### src/rtl/reciprocal_pkg.sv
// reciprocal_pkg: types, defaults and slope helper shared by the reciprocal table builder and reader
package reciprocal_pkg;

    typedef logic [31:0] fixed_t;
    typedef logic [23:0] slope_t;

    localparam logic [31:0] DEFAULT_NUMERATOR       = 32'h100;
    localparam int          DEFAULT_NB_SUBDIVISIONS = 2048;
    localparam int          TABLE_RANGE             = 16384;

    typedef enum logic [1:0] {
        ST_IDLE,
        ST_DIV,
        ST_WRITE,
        ST_DONE
    } build_state_e;

    // Slope between neighbouring sample points: 32-bit wrapping difference, arithmetic shift, low 24 bits kept
    function automatic slope_t slope_of(input fixed_t q_next, input fixed_t q_prev, input int unsigned shift);
        return slope_t'($signed(q_next - q_prev) >>> shift);
    endfunction

endpackage

### src/rtl/seq_divider.sv
// seq_divider: unsigned 32/32 restoring divider, one quotient bit per cycle, fixed 32-cycle latency
// done_o is high during the cycle whose closing edge writes the final quotient bit,
// so quotient_o holds the finished result from the following cycle onward.
module seq_divider (
    input  logic        clk,
    input  logic        reset_i,
    input  logic        start_i,
    input  logic [31:0] dividend_i,
    input  logic [31:0] divisor_i,
    output logic        done_o,
    output logic [31:0] quotient_o
);

    logic [31:0] quo_q, quo_d;
    logic [31:0] rem_q, rem_d;
    logic [31:0] den_q, den_d;
    logic [5:0]  cnt_q, cnt_d;
    logic [32:0] shifted;
    logic        fits;

    // One restoring step per cycle: shift the next dividend bit into the remainder and subtract if it fits
    always_comb begin
        shifted = {rem_q, quo_q[31]};
        fits    = shifted >= {1'b0, den_q};
        rem_d   = rem_q;
        quo_d   = quo_q;
        den_d   = den_q;
        cnt_d   = cnt_q;
        if (start_i) begin
            rem_d = '0;
            quo_d = dividend_i;
            den_d = divisor_i;
            cnt_d = 6'd32;
        end else if (cnt_q != 6'd0) begin
            rem_d = fits ? shifted[31:0] - den_q : shifted[31:0];
            quo_d = {quo_q[30:0], fits};
            cnt_d = cnt_q - 6'd1;
        end
    end

    // Divider state registers
    always_ff @(posedge clk) begin
        if (reset_i) begin
            quo_q <= '0;
            rem_q <= '0;
            den_q <= '0;
            cnt_q <= '0;
        end else begin
            quo_q <= quo_d;
            rem_q <= rem_d;
            den_q <= den_d;
            cnt_q <= cnt_d;
        end
    end

    assign done_o     = cnt_q == 6'd1;
    assign quotient_o = quo_q;

endmodule

### src/rtl/reciprocal_lut_builder.sv
// reciprocal_lut_builder: computes slope/intercept entries of NUMERATOR/x and streams them to LUT write ports
// Optional RECIPROCAL_LUT_BUILDER_CHECKSUM_EN adds checksum_o, a running sum of {8'h00,m}+b over one build.
module reciprocal_lut_builder
    import reciprocal_pkg::*;
#(
    parameter logic [31:0] NUMERATOR               = DEFAULT_NUMERATOR,
    parameter int          NB_SUBDIVISIONS         = DEFAULT_NB_SUBDIVISIONS,
    parameter int          NB_BITS_PER_SUBDIVISION = 3,
    localparam int         ADDR_W                  = $clog2(NB_SUBDIVISIONS)
) (
    input  logic              clk,
    input  logic              reset_i,
    input  logic              start_i,
    output logic              busy_o,
    output logic              done_o,
    output logic              lut_valid_o,
    input  logic              lut_ready_i,
    output logic [ADDR_W-1:0] lut_addr_o,
    output logic [23:0]       lut_m_o,
    output logic [31:0]       lut_b_o
`ifdef RECIPROCAL_LUT_BUILDER_CHECKSUM_EN
    ,
    output logic [31:0]       checksum_o
`endif
);

    localparam fixed_t DIVIDEND = NUMERATOR << 16;
    localparam fixed_t SUB_SIZE = fixed_t'(TABLE_RANGE / NB_SUBDIVISIONS);

    build_state_e      state_q, state_d;
    logic [ADDR_W-1:0] idx_q, idx_d;
    fixed_t            divisor_q, divisor_d;
    fixed_t            b_prev_q, b_prev_d;
    fixed_t            quotient;
    logic              div_done;
    logic              start_acc;
    logic              handshake;
    logic              last;
    logic              advance;

    assign start_acc = state_q == ST_IDLE && start_i;
    assign handshake = state_q == ST_WRITE && lut_ready_i;
    assign last      = idx_q == ADDR_W'(NB_SUBDIVISIONS - 1);
    assign advance   = handshake && !last;

    // q(i+1) is divided while q(i) sits in b_prev, so each entry costs exactly one division
    seq_divider u_div (
        .clk        (clk),
        .reset_i    (reset_i),
        .start_i    (start_acc || advance),
        .dividend_i (DIVIDEND),
        .divisor_i  (divisor_d),
        .done_o     (div_done),
        .quotient_o (quotient)
    );

    // FSM state register
    always_ff @(posedge clk) begin
        if (reset_i) begin
            state_q <= ST_IDLE;
        end else begin
            state_q <= state_d;
        end
    end

    // FSM next state: divide, then hold the entry until the LUT side takes it
    always_comb begin
        unique case (state_q)
            ST_IDLE:  state_d = start_i ? ST_DIV : ST_IDLE;
            ST_DIV:   state_d = div_done ? ST_WRITE : ST_DIV;
            ST_WRITE: state_d = !lut_ready_i ? ST_WRITE : last ? ST_DONE : ST_DIV;
            default:  state_d = ST_IDLE;
        endcase
    end

    // FSM outputs: entry fields come straight from the held registers, so they stay put while stalled
    always_comb begin
        busy_o      = state_q == ST_DIV || state_q == ST_WRITE;
        done_o      = state_q == ST_DONE;
        lut_valid_o = state_q == ST_WRITE;
        lut_addr_o  = idx_q;
        lut_b_o     = b_prev_q;
        lut_m_o     = slope_of(quotient, b_prev_q, NB_BITS_PER_SUBDIVISION);
    end

    // Datapath next state: restart from entry 0 on start, step index/divisor/intercept per accepted entry
    always_comb begin
        idx_d     = start_acc ? '0 : advance ? idx_q + ADDR_W'(1) : idx_q;
        divisor_d = start_acc ? SUB_SIZE : advance ? divisor_q + SUB_SIZE : divisor_q;
        b_prev_d  = start_acc ? DIVIDEND : advance ? quotient : b_prev_q;
    end

    // Datapath registers
    always_ff @(posedge clk) begin
        if (reset_i) begin
            idx_q     <= '0;
            divisor_q <= '0;
            b_prev_q  <= '0;
        end else begin
            idx_q     <= idx_d;
            divisor_q <= divisor_d;
            b_prev_q  <= b_prev_d;
        end
    end

`ifdef RECIPROCAL_LUT_BUILDER_CHECKSUM_EN
    logic [31:0] checksum_q, checksum_d;

    // Checksum accumulates every written entry of the current build
    always_comb begin
        checksum_d = start_acc ? '0 : handshake ? checksum_q + {8'h00, lut_m_o} + lut_b_o : checksum_q;
    end

    // Checksum register
    always_ff @(posedge clk) begin
        if (reset_i) begin
            checksum_q <= '0;
        end else begin
            checksum_q <= checksum_d;
        end
    end

    assign checksum_o = checksum_q;
`endif

endmodule

### config.mk
export PLATFORM = sky130hd
export DESIGN_NAME = reciprocal_lut_builder
export DESIGN_NICKNAME = d
export VERILOG_FILES = /design/src/rtl/reciprocal_pkg.sv /design/src/rtl/seq_divider.sv /design/src/rtl/reciprocal_lut_builder.sv
export SDC_FILE = /design/constraint.sdc
export NUM_CORES = 1
export LEC_CHECK = 0
export CAP_MARGIN = 20
export CORE_MARGIN = 2
export CORE_UTILIZATION = 54
export DETAILED_ROUTE_END_ITERATION = 8
export PLACE_DENSITY = 0.82
export RECOVER_POWER = 50
export SLEW_MARGIN = 20
export SYNTH_ARGS = -nofsm -noshare
export SYNTH_HDL_FRONTEND = slang
export SYNTH_HIERARCHICAL = 1
export SYNTH_SLANG_ARGS = --single-unit
export TNS_END_PERCENT = 5
### constraint.sdc
create_clock -name clk -period 2.9 [get_ports clk]
set_clock_uncertainty 0.05 [all_clocks]
set_input_delay 0.58 -clock clk [delete_from_list [all_inputs] [get_ports clk]]
set_output_delay 0.58 -clock clk [all_outputs]
set_load 0.1 [all_outputs]
==> After elaboration in Yosys (flattened, before gate mapping) <==
Index checks and enable logic that the tools add are counted.
{ "word_totals": {"ff_bits": 179, "in_bits": 4, "output_inout_bits": 70, "word_cells": 48} }
{ "op_classes": {"add_sub_neg": 5, "order_cmp": 1, "eq_ne": 5, "mux": 14, "n_reduce_logical": 12} }
{ "op_table": {"columns": ["op", "n"], "rows": [
  ["two-way mux 25 bit", 4],
  ["two-way mux 32 bit", 3],
  ["greater-or-equal comparator 33 x 32 -> 1 bit", 1],
  ["adder 32 x 4 -> 32 bit, second input constant", 1],
  ["subtractor 32 bit", 1],
  ["subtractor 27 bit", 1],
  ["two-way mux 6 bit", 2],
  ["adder 11 x 1 -> 11 bit, second input constant", 1],
  ["== test 11 bit, second input constant", 1],
  ["== test 6 x 1 -> 1 bit, second input constant", 1],
  ["two-way mux 2 bit", 3],
  ["one-hot mux 2 bit (3 select lines)", 1],
  ["nonzero test 6 bit", 1],
  ["subtractor 6 x 1 -> 6 bit, second input constant", 1],
  ["== test 2 bit, second input constant", 2],
  ["nonzero test 2 bit", 2],
  ["OR reduction 2 bit", 2],
  ["logical AND 1 bit", 3],
  ["== test 2 x 1 -> 1 bit, second input constant", 1],
  ["logical NOT 2 bit", 1],
  ["logical OR 1 bit", 2],
  ["logical NOT 1 bit", 1],
  ["two-way mux 1 bit", 1]
]} }

==> Depth between registers and ports, before layout <==
{ "logic_depth": {"depth_word": 5, "depth_mapped": 13, "mapped_depth_nobuf": 11} }

==> Modules after synthesis <==
The synthesis kept the hierarchy.
{ "modules_own_cells": {"columns": ["mod", "n_inst", "cells_per_inst", "area_per_inst_um2", "seq_area_each_um2"], "rows": [
  ["seq_divider", 1, 842, 6251.0, 2042.0],
  ["reciprocal_lut_builder", 1, 597, 4574.4, 1541.5]
]} }

==> Worst setup path after synthesis <==
No wires, ideal clock.
{ "synth_path": {"path_kind": "register -> output", "startpoint": "register b_prev_q[1], in the netlist lut_b_o[1]", "endpoint": "output lut_m_o[8]", "t_arrival_ns": 4.440, "required_time_ns": 2.270, "path_slack_ns": -2.170, "stages_incl_launch_ff": 7, "n_path_buf": 0, "path_cell_list": "dfxtp_1 > inv_1 > ha_1 > a2111oi_4 > o41ai_1 > o31ai_1 > a21boi_0"} }
{ "synth_between": {"elab_chain_len": 1} }
{ "synth_lines": {"columns": ["item", "line", "text"], "rows": [
  ["start, declared", "reciprocal_lut_builder.sv:33", "fixed_t b_prev_q, b_prev_d;"],
  ["start signal, assigned", "reciprocal_lut_builder.sv:102", "b_prev_q <= b_prev_d;"],
  ["subtractor 27 bit", "reciprocal_pkg.sv:20", "return slope_t'($signed(q_next - q_prev) >>> shift);"],
  ["end, declared", "reciprocal_lut_builder.sv:19", "output logic [23:0] lut_m_o,"]
]} }
No other way between the ends.

==> Worst setup path in the final report <==
{ "layout_path": {"startpoint": "register b_prev_q[13], in the netlist lut_b_o[13]", "endpoint": "output lut_m_o[18]"} }
Same word-level chain as after synthesis.

==> summary.txt <==
status = finished with violations
violated checks = negative setup slack
crit path buf inv count = 3
core area = 0.0196 mm²
clk_lat worst skew = 0.43 ns
Max Slew Vio Count = 0
GRT met2 Usage = 48.8%
Synth cell types = 79
initial core utilization = 55.3%
htree depth = 4
DR pass1 iterations = 5
Total Nets Final = 1675
CP Data Required Time = 2.27 ns
busiest grt layer = met2
Placed Cells = 1849
Main synth FF type = dfxtp_1
Root Buffer = clkbuf_16
Cell Pwr Density = 1230 mW/mm²
DRT iter0 DRCs = 795
CP startpoint kind = flop
clock sink count = 179
slowest stage delay, CP = 0.37 ns
PnR worst setup slack = -0.511 ns
residual DRC count = 0
footprint of the multi-input gates = 0.00739 mm²
largest net degree at the start of global routing = 70
Vias/cell = 5.82
grt met3 use = 4.80%
fmax = 293 MHz
Min Hold Slack = 0.343 ns
Die X = 146 µm
synthesized instance count = 1439
Critical Path Sink Type = output pin
register area = 0.00365 mm²
post-layout min period = 3.41 ns
initial antenna violation count = 0
fin crit share = 118%
endpoints failing hold = 0
WP data arrival = 2.78 ns
share of cells above drive strength 1 = 19.6%
Slowest-stage cell, CP = ha_1
Area Growth Syn to Fin = 28.6%
commonest non-fill, non-tap cells in the layout = nor2_1 (199), nand2_1 (197), a21oi_1 (189)
Crit path max-delay family = compound AO/OA/AOI/OAI gates
CTS Buffer Depth = 2
Core Util, Final = 71.1%
hpwl dp = 21300 µm
crit-path cells = inv_1 -> ha_1 -> a21oi_2 -> o21ai_0 -> or2_2 -> o22ai_1 -> a21oi_2 -> a21oi_1 -> buf_4 -> xnor2_4 -> buf_12
Total Power = 17.1 mW
I/O pin cnt = 74
Slew @ Worst Pin = 1.38 ns
Worst-path clk slew = 0.08 ns
ys async rst share = 0%
RSZ-0062 raised after global routing = yes
number of synthesized flops with an enable pin = 0
final non-filler cell total = 1883
RD Place Congestion = 0.931
post-synth design cell area = 0.0108 mm²
Post-CTS Hold Buffers = 0
Total Wirelength = 32300 µm
commonest non-fill, non-tap cell in the layout = nor2_1
most used cell, CP = a21oi_2
critical-path maximum fanout = 4
ANT cells = 0
Port Buffers = 73
Leak = 5.54 nW
Ys Warns = 6
GRT Util Overall = 28.1%
mean routed wirelength per cell = 17.1 µm
peak supply drop = 0.723 mV
Detail Route Antenna Nets = 0
maxcap violations = 0
Rel. slew slack = 8.08%
full die area = 0.0212 mm²
CTS tree = done
sequential area share after synthesis = 33.1%
syn_area_per_cell = 7.52 µm²
#FFs+latches synth = 179
cts bufs inserted = 17
setup violators final = 20
crit path kind = flop to output pin
vias after detailed routing = 11000
Hold Crit Class = input pin to flop
GRT overflow = 0
first-pass GRT wire length = 49800 µm
Die H = 146 µm
# rows = 51
vias in the first global route = 10500
Layout fillers = 1432
met1 Resource Use GR = 34.4%
-- state kept, by name, indices dropped and copies added (netlist names) --
| register | flops |
|---|---|
| divisor_q | 32 |
| lut_b_o | 32 |
| u_div/den_q | 32 |
| u_div/quotient_o | 32 |
| u_div/rem_q | 32 |
| lut_addr_o | 11 |
| u_div/cnt_q | 6 |
| state_q | 2 |
-- layout make-up --
class                           count  share of cell area (%)
Sequential cell                   179                    26.2
Tap cell                          265                    2.38
Timing Repair Buffer              195                    12.0
Clock inverter                     14                    1.11
Inverter                           80                    2.16
Multi-Input combinational cell   1132                    53.1
Clock buffer                       18                    3.08
-- metrics by stage --
stage	TNS (ns)	setup slack, ns	cell area, µm²
CTS	-7.08	-0.479	13800
detailed placement	-2.17	-0.170	13000
finish	-7.58	-0.511	13900
floorplan	-56.50	-1.16	11200
global route	-9.97	-0.595	13900
global placement	-0.472	-0.175	13000
-- path summary, 6_finish.rpt --
check / start / to / slack [ns] / depth (start not counted)
worst max-delay path: lut_b_o[13] / lut_m_o[18] / -0.51 / 11
worst min-delay path: reset_i / u_div/den_q[21] / 0.34 / 2
worst max register to register: u_div/rem_q[5] / u_div/rem_q[21] / 0.01 / 10
worst min register to register: divisor_q[0] / divisor_q[0] / 0.41 / 1
-- Yosys cell counts, types with 7 or more instances --
| cell | count | area (µm²) |
|---|---|---|
| nand2_1 | 202 | 758 |
| nor2_1 | 200 | 751 |
| a21oi_1 | 199 | 996 |
| dfxtp_1 | 179 | 3580 |
| inv_1 | 80 | 300 |
| ha_1 | 65 | 813 |
| o21ai_0 | 60 | 300 |
| clkbuf_1 | 53 | 199 |
| xnor2_1 | 48 | 420 |
| mux2i_1 | 37 | 370 |
| xor2_1 | 37 | 324 |
| nand3_1 | 24 | 120 |
| nand4_1 | 20 | 125 |
| nor3_1 | 20 | 100 |
| a21o_1 | 18 | 135 |
| and2_1 | 14 | 87.6 |
| o21a_1 | 11 | 82.6 |
| a31oi_1 | 10 | 62.6 |
| buf_1 | 10 | 37.5 |
| and3_1 | 9 | 56.3 |
| buf_2 | 9 | 45.0 |
| a211oi_1 | 8 | 60.1 |
| nand2b_1 | 8 | 50.1 |
| nor2b_1 | 8 | 50.1 |
| or3_1 | 8 | 50.1 |
| nor4_1 | 7 | 43.8 |
| or2_2 | 7 | 43.8 |
-- metal layers --
layer	vias to the layer above	share of wire, %
met5	-	0
met2	465	49
met4	0	3.9
met3	125	6.1
met1	5154	41
li1	5208	-
-- cell families (layout without fill, tap and decap cells) --
group                      after synthesis  after routing  share of synthesized area [%]
and+or+nand+nor                        544            544                           22.4
AOI/OAI and AO/OA                      366            366                           20.3
DFF                                    179            179                           33.1
buffers and inverters                  158            307                           5.94
xor gates and xnor gates                85             85                           6.88
adders and majority gates               66             66                           7.70
muxes                                   39             39                           3.63
other                                    2             32                         0.0694
-- what timing repair did --
action                     CTS  global route
resized for setup           36            55
setup endpoints to repair   23            56
buffers inserted             1             1
pin swaps                   11            13
-- power breakdown --
part	leakage (nW)	internal [mW]	switching, mW
registers	1.47	2.70	0.227
logic	3.79	4.65	7.21
clock network	0.281	1.28	1.06
total	5.54	8.63	8.49
(Power assumes the default switching activity.)
